**config.mk**
```make
export PLATFORM = sky130hd
export DESIGN_NAME = versat_axi_responder
export DESIGN_NICKNAME = d
export VERILOG_FILES = /design/src/rtl/versat_axi_responder.sv
export SDC_FILE = /design/constraint.sdc
export NUM_CORES = 1
export LEC_CHECK = 0
export CAP_MARGIN = 15
export CORE_MARGIN = 2
export CORE_UTILIZATION = 44
export CTS_CLUSTER_SIZE = 25
export DETAILED_ROUTE_END_ITERATION = 8
export PLACE_DENSITY = 0.87
export SLEW_MARGIN = 5
export SYNTH_ARGS = -nofsm -noshare
export SYNTH_HDL_FRONTEND = slang
export SYNTH_SLANG_ARGS = --single-unit
```
**constraint.sdc**
```tcl
create_clock -name clk -period 5.4 [get_ports clk]
set_clock_uncertainty 0.05 [all_clocks]
set_input_delay 0.81 -clock clk [delete_from_list [all_inputs] [get_ports clk]]
set_output_delay 0.81 -clock clk [all_outputs]
set_load 0.01 [all_outputs]
```
**src/rtl/versat_axi_responder.sv**
```systemverilog
// AXI4 subordinate that serialises one INCR/FIXED burst at a time onto a
// single iob-native memory port. Reads pass through a one-entry R register.
module versat_axi_responder #(
  parameter int AXI_ADDR_W = 32,
  parameter int AXI_DATA_W = 32,
  parameter int AXI_ID_W   = 1
) (
  input  logic                    clk,
  input  logic                    rst,
  input  logic [AXI_ID_W-1:0]     s_axi_awid,
  input  logic [AXI_ADDR_W-1:0]   s_axi_awaddr,
  input  logic [7:0]              s_axi_awlen,
  input  logic [1:0]              s_axi_awburst,
  input  logic                    s_axi_awvalid,
  output logic                    s_axi_awready,
  input  logic [AXI_DATA_W-1:0]   s_axi_wdata,
  input  logic [AXI_DATA_W/8-1:0] s_axi_wstrb,
  input  logic                    s_axi_wlast,
  input  logic                    s_axi_wvalid,
  output logic                    s_axi_wready,
  output logic [AXI_ID_W-1:0]     s_axi_bid,
  output logic [1:0]              s_axi_bresp,
  output logic                    s_axi_bvalid,
  input  logic                    s_axi_bready,
  input  logic [AXI_ID_W-1:0]     s_axi_arid,
  input  logic [AXI_ADDR_W-1:0]   s_axi_araddr,
  input  logic [7:0]              s_axi_arlen,
  input  logic [1:0]              s_axi_arburst,
  input  logic                    s_axi_arvalid,
  output logic                    s_axi_arready,
  output logic [AXI_ID_W-1:0]     s_axi_rid,
  output logic [AXI_DATA_W-1:0]   s_axi_rdata,
  output logic [1:0]              s_axi_rresp,
  output logic                    s_axi_rlast,
  output logic                    s_axi_rvalid,
  input  logic                    s_axi_rready,
  output logic                    mem_valid,
  input  logic                    mem_ready,
  output logic [AXI_ADDR_W-1:0]   mem_addr,
  output logic [AXI_DATA_W-1:0]   mem_wdata,
  output logic [AXI_DATA_W/8-1:0] mem_wstrb,
  input  logic [AXI_DATA_W-1:0]   mem_rdata
);
  localparam int BYTES = AXI_DATA_W / 8;
  localparam logic [AXI_ADDR_W-1:0] ADDR_INC  = AXI_ADDR_W'(BYTES);
  localparam logic [AXI_ADDR_W-1:0] ADDR_MASK = ~AXI_ADDR_W'(BYTES - 1);

  typedef enum logic [1:0] {IDLE, WRITE, WRESP, READ} state_t;

  state_t                  state_q, state_d;
  logic                    prio_w_q, prio_w_d;
  logic [AXI_ID_W-1:0]     id_q, id_d;
  logic [AXI_ADDR_W-1:0]   addr_q, addr_d;
  logic [7:0]              len_q, len_d;
  logic                    fixed_q, fixed_d;
  logic                    err_q, err_d;
  logic [8:0]              cnt_q, cnt_d;
  logic                    rvalid_q, rvalid_d;
  logic [AXI_DATA_W-1:0]   rdata_q, rdata_d;
  logic                    rlast_q, rlast_d;
  logic [1:0]              rresp_q, rresp_d;
  logic [AXI_ID_W-1:0]     rid_q, rid_d;

  logic aw_acc, ar_acc, w_hs, mem_hs, r_hs, last_beat;
  logic [AXI_ADDR_W-1:0] next_addr;

  // Readies are qualified by rst so nothing looks accepted while held in reset.
  assign aw_acc    = rst && (state_q == IDLE) && s_axi_awvalid && (!s_axi_arvalid || prio_w_q);
  assign ar_acc    = rst && (state_q == IDLE) && s_axi_arvalid && (!s_axi_awvalid || !prio_w_q);
  assign w_hs      = s_axi_wvalid && s_axi_wready;
  assign mem_hs    = mem_valid && mem_ready;
  assign r_hs      = rvalid_q && s_axi_rready;
  assign last_beat = (cnt_q == {1'b0, len_q});
  assign next_addr = fixed_q ? addr_q : addr_q + ADDR_INC;

  always_ff @(posedge clk or negedge rst) begin
    if (!rst) begin
      state_q  <= IDLE;
      prio_w_q <= 1'b1;
      id_q     <= '0;
      addr_q   <= '0;
      len_q    <= '0;
      fixed_q  <= 1'b0;
      err_q    <= 1'b0;
      cnt_q    <= '0;
      rvalid_q <= 1'b0;
      rdata_q  <= '0;
      rlast_q  <= 1'b0;
      rresp_q  <= '0;
      rid_q    <= '0;
    end else begin
      state_q  <= state_d;
      prio_w_q <= prio_w_d;
      id_q     <= id_d;
      addr_q   <= addr_d;
      len_q    <= len_d;
      fixed_q  <= fixed_d;
      err_q    <= err_d;
      cnt_q    <= cnt_d;
      rvalid_q <= rvalid_d;
      rdata_q  <= rdata_d;
      rlast_q  <= rlast_d;
      rresp_q  <= rresp_d;
      rid_q    <= rid_d;
    end
  end

  always_comb begin
    state_d  = state_q;
    prio_w_d = prio_w_q;
    id_d     = id_q;
    addr_d   = addr_q;
    len_d    = len_q;
    fixed_d  = fixed_q;
    err_d    = err_q;
    cnt_d    = cnt_q;
    rvalid_d = rvalid_q;
    rdata_d  = rdata_q;
    rlast_d  = rlast_q;
    rresp_d  = rresp_q;
    rid_d    = rid_q;
    case (state_q)
      IDLE: begin
        if (aw_acc || ar_acc) begin
          prio_w_d = ~prio_w_q;
          cnt_d    = '0;
          if (aw_acc) begin
            id_d    = s_axi_awid;
            addr_d  = s_axi_awaddr & ADDR_MASK;
            len_d   = s_axi_awlen;
            fixed_d = (s_axi_awburst == 2'b00);
            err_d   = s_axi_awburst[1];
            state_d = WRITE;
          end else begin
            id_d    = s_axi_arid;
            addr_d  = s_axi_araddr & ADDR_MASK;
            len_d   = s_axi_arlen;
            fixed_d = (s_axi_arburst == 2'b00);
            err_d   = s_axi_arburst[1];
            state_d = READ;
          end
        end
      end
      WRITE: begin
        if (w_hs) begin
          // Beat count, not wlast, ends the burst; a disagreeing wlast only flags SLVERR.
          if (s_axi_wlast != last_beat) err_d = 1'b1;
          cnt_d  = cnt_q + 9'd1;
          addr_d = next_addr;
          if (last_beat) state_d = WRESP;
        end
      end
      WRESP: begin
        if (s_axi_bready) state_d = IDLE;
      end
      READ: begin
        if (mem_hs) begin
          rvalid_d = 1'b1;
          rdata_d  = mem_rdata;
          rlast_d  = last_beat;
          rresp_d  = {err_q, 1'b0};
          rid_d    = id_q;
          cnt_d    = cnt_q + 9'd1;
          addr_d   = next_addr;
        end else if (r_hs) begin
          rvalid_d = 1'b0;
          rlast_d  = 1'b0;
        end
        if (r_hs && rlast_q) state_d = IDLE;
      end
      default: state_d = IDLE;
    endcase
  end

  always_comb begin
    s_axi_awready = aw_acc;
    s_axi_arready = ar_acc;
    s_axi_wready  = 1'b0;
    s_axi_bvalid  = (state_q == WRESP);
    mem_valid     = 1'b0;
    mem_addr      = addr_q;
    mem_wdata     = '0;
    mem_wstrb     = '0;
    case (state_q)
      WRITE: begin
        // Empty-strobe beats are swallowed without touching memory.
        s_axi_wready = (s_axi_wstrb == '0) || mem_ready;
        mem_valid    = s_axi_wvalid && (s_axi_wstrb != '0);
        mem_wdata    = s_axi_wdata;
        mem_wstrb    = s_axi_wstrb;
      end
      READ: begin
        // Fetch only when the R register is free or draining this cycle.
        mem_valid = (cnt_q <= {1'b0, len_q}) && (!rvalid_q || s_axi_rready);
      end
      default: ;
    endcase
  end

  assign s_axi_bid    = id_q;
  assign s_axi_bresp  = {err_q, 1'b0};
  assign s_axi_rid    = rid_q;
  assign s_axi_rdata  = rdata_q;
  assign s_axi_rresp  = rresp_q;
  assign s_axi_rlast  = rlast_q;
  assign s_axi_rvalid = rvalid_q;

endmodule

```
==> run metrics <==
outcome completed; Slew headroom around two fifths; Req. time, crit path around 4.5 ns; Comb pwr share 53.7%; Sw Ratio approximately 39%; Yosys cell types 70; Synth top cells by count dfrtp_1 (88), nand2_1 (75), and2_1 (38), mux2_2 (38), a31oi_1 (35); min cycle time layout between 3 and 4 ns; Fin. Hold Viols 0; share of cells above drive strength 1 around 9.9%; Std-Cell Rows between 40 and 50; area share of the largest cell type after synthesis 39.7%; sequential power share a little under a third; clock-pin slew on the worst setup and hold paths approximately 0.07 ns; Die ar. between 10,000 and 15,000 um^2; gr ovfl total 0; Post-DRT Antenna Nets 0; Achievable Freq 0.260 GHz; clock buffer count from CTS 9; ANT cells 0; final worst path period share between 70% and 80%; internal power 0.00251 W; number of synthesized register bits just under 90; kind of critical path flip-flop to output port; Post-Syn Area between 5000 and 6000 um^2; cts hold-fix bufs 0; die height between 100 and 150 um; aggregate global-route resource usage between 20 and 30%; First-pass DRT Iterations 7; # setup viols final 0; I/O Buffers ~270; final WL ~19,000 um; # Post-CTS Setup Buffers 0; Via Count 5,652; YS warnings 0; setup TNS 0 ns; RR Endpoint s_axi_rdata[1]; Core ar. roughly 12,000 um^2; ys flop type dfrtp_1; largest net degree at the start of global routing 52; Area Growth Syn to Fin 54.7%; Net Switching between 0.0015 and 0.002 W; clk_lat worst skew ~0.35 ns; mean number of vias per cell about 5.5; CTS resizes 0; I/O pin cnt approximately 280; H-tree levels 3; routability cong. approximately 0.84; initial core utilization about 44%; Setup crit start kind flip-flop; Root Buffer clkbuf_16; Syn Area/Cell just over 9 um^2; Clock Power Share 15.6%; maxcap violations 0; first-pass GRT wire length 28,700 um; vias in the first global route ~5.5k; drt wl/cell ~18 um; Area contributors post-synth dfrtp_1 (40%), mux2_2 (7.7%), nand2_1 (5.1%); clock sink count between 80 and 90; CP endpoint kind output port; power density cells ~480 nW/um^2; Slew Limit Fails 0; Longest Clk Path Bufs 2; Final WS setup between 1.5 and 2 ns; Hold Path Class input port to async pin; EDFF count, synth 0; CP startpoint cnt_q[3]; Worst Path Arrival between 2 and 3 ns; area leader, netlist dfrtp_1; Crit Path Max Fanout 6; R2R setup slack about 2.3 ns; Iter 0 DRT Violations 522; Post-synth ARST share 100%; worst r2r path cells 7; CTS tree done; initial antenna violation count 0; DPL Wire Length 14,100 um; Post-Place Worst Slack 1.64 ns; Die Wd between 100 and 150 um; most common cell in the netlist dfrtp_1; Seq/Total Area, Yosys 40.2%; Peak supply drop between 0.0003 and 0.0004 V; Worst Tran Pin Value 0.881 ns; Residual DRC 0; unrepaired setup endpoints after global routing false; R2R Path Start cnt_q[3]; LEAKAGE roughly 3.6 nW; Cells after Synth 608; Nets 1,027
## worst max-delay path by stage
stage | endpoint | slack (ns) | cells past startpoint
after floorplan | s_axi_awready | 2.77 | 4
after global placement | mem_addr[11] | 1.69 | 8
after detailed placement | mem_addr[11] | 1.64 | 8
after CTS | mem_valid | 1.57 | 8
after global routing | mem_valid | 1.38 | 8
final | mem_valid | 1.56 | 8
## placed cells by master, fill, tap and decap left out, types with 3 or more instances in the layout
master	n
mux2_2	38
nand2_1	75
inv_1	22
and3_1	8
nor4_1	4
a31oi_1	34
nor3_1	12
nand3_1	29
a211oi_1	6
or3_1	7
a21oi_1	15
nand2b_1	5
mux2i_1	16
o31ai_1	7
dfrtp_1	87
clkbuf_16	9
o211ai_1	4
a32o_1	6
conb_1	4
nand4_1	12
nor2_1	25
nor2b_1	10
clkdlybuf4s50_1	266
a22oi_1	3
or2_2	4
a31o_2	5
ha_1	10
buf_4	11
o21ai_0	26
nor3b_1	3
o41ai_1	4
o211a_1	4
and2_1	38
## cell families (layout without fill, tap and decap cells)
group	count (synthesis)	count (layout)	synth area share [%]
buffers and inverters	68	316	6.30
multiplexers	54	54	10.6
other	1	4	0.0676
AND/OR/NAND/NOR	248	248	23.5
adder cells (fa/ha/maj)	10	10	2.26
AO/OA/AOI/OAI	136	136	16.8
flip-flops	89	89	40.2
XOR/XNOR	2	2	0.316
## per-layer routing
metal	global-route usage (%)	part of all wire, %	vias to the layer above
met5	0	0	-
met4	9.13	2.2	0
met3	11.2	11	25
met2	47.3	50	245
met1	31.4	37	2690
li1	-	-	2692
## final cells by class
class,count,area (um^2)
repair buffers,277,2750
fillers,979,3890
clock buffers,11,233
clock inverters,5,65.1
flip-flops and latches,89,2230
multi-input cells,454,3000
well taps,172,215
inverters,23,86.3
## through the flow
stage | cell area (um^2) | utilization (%) | cells | power, W | hold slack [ns]
6_report | 8570 | 68.8 | 1031 | 0.00413 | 0.381
3_3_place_gp | 8280 | 66.4 | 1015 | 0.00343 | 0.432
4_1_cts | 8570 | 68.8 | 1031 | 0.00414 | 0.399
2_1_floorplan | 5560 | - | 611 | 0.00241 | 0.425
5_1_grt | 8570 | 68.8 | 1031 | 0.00441 | 0.428
3_5_place_dp | 8280 | 66.4 | 1015 | 0.00349 | 0.439
## critical path: stages, from the launching register on
cell             delay (ns)
dfrtp_1                0.45
ha_1                   0.32
nand3_1                0.18
o21bai_1               0.22
a211oi_1               0.47
o21ai_0                0.23
a31oi_1                0.20
nor2_1                 0.06
clkdlybuf4s50_1        0.51
## registers in the layout, summed over array words and instances, names as in the netlist
register,flops
cnt_q,9
err_q,1
fixed_q,1
len_q,8
mem_addr,30
prio_w_q,1
s_axi_bid,1
s_axi_rdata,32
s_axi_rid,1
s_axi_rlast,1
s_axi_rresp,1
s_axi_rvalid,1
state_q,2
## power by group through the flow
stage | Clock, W | Sequential, W | Combinational [W]
5_1_grt | 0.000684 | 0.00132 | 0.00240
6_report | 0.000644 | 0.00127 | 0.00222
2_1_floorplan | 0 | 0.00129 | 0.00112
3_3_place_gp | 0 | 0.00125 | 0.00218
3_5_place_dp | 0 | 0.00127 | 0.00222
4_1_cts | 0.000653 | 0.00126 | 0.00223
Power figures use the tool's default switching activity.
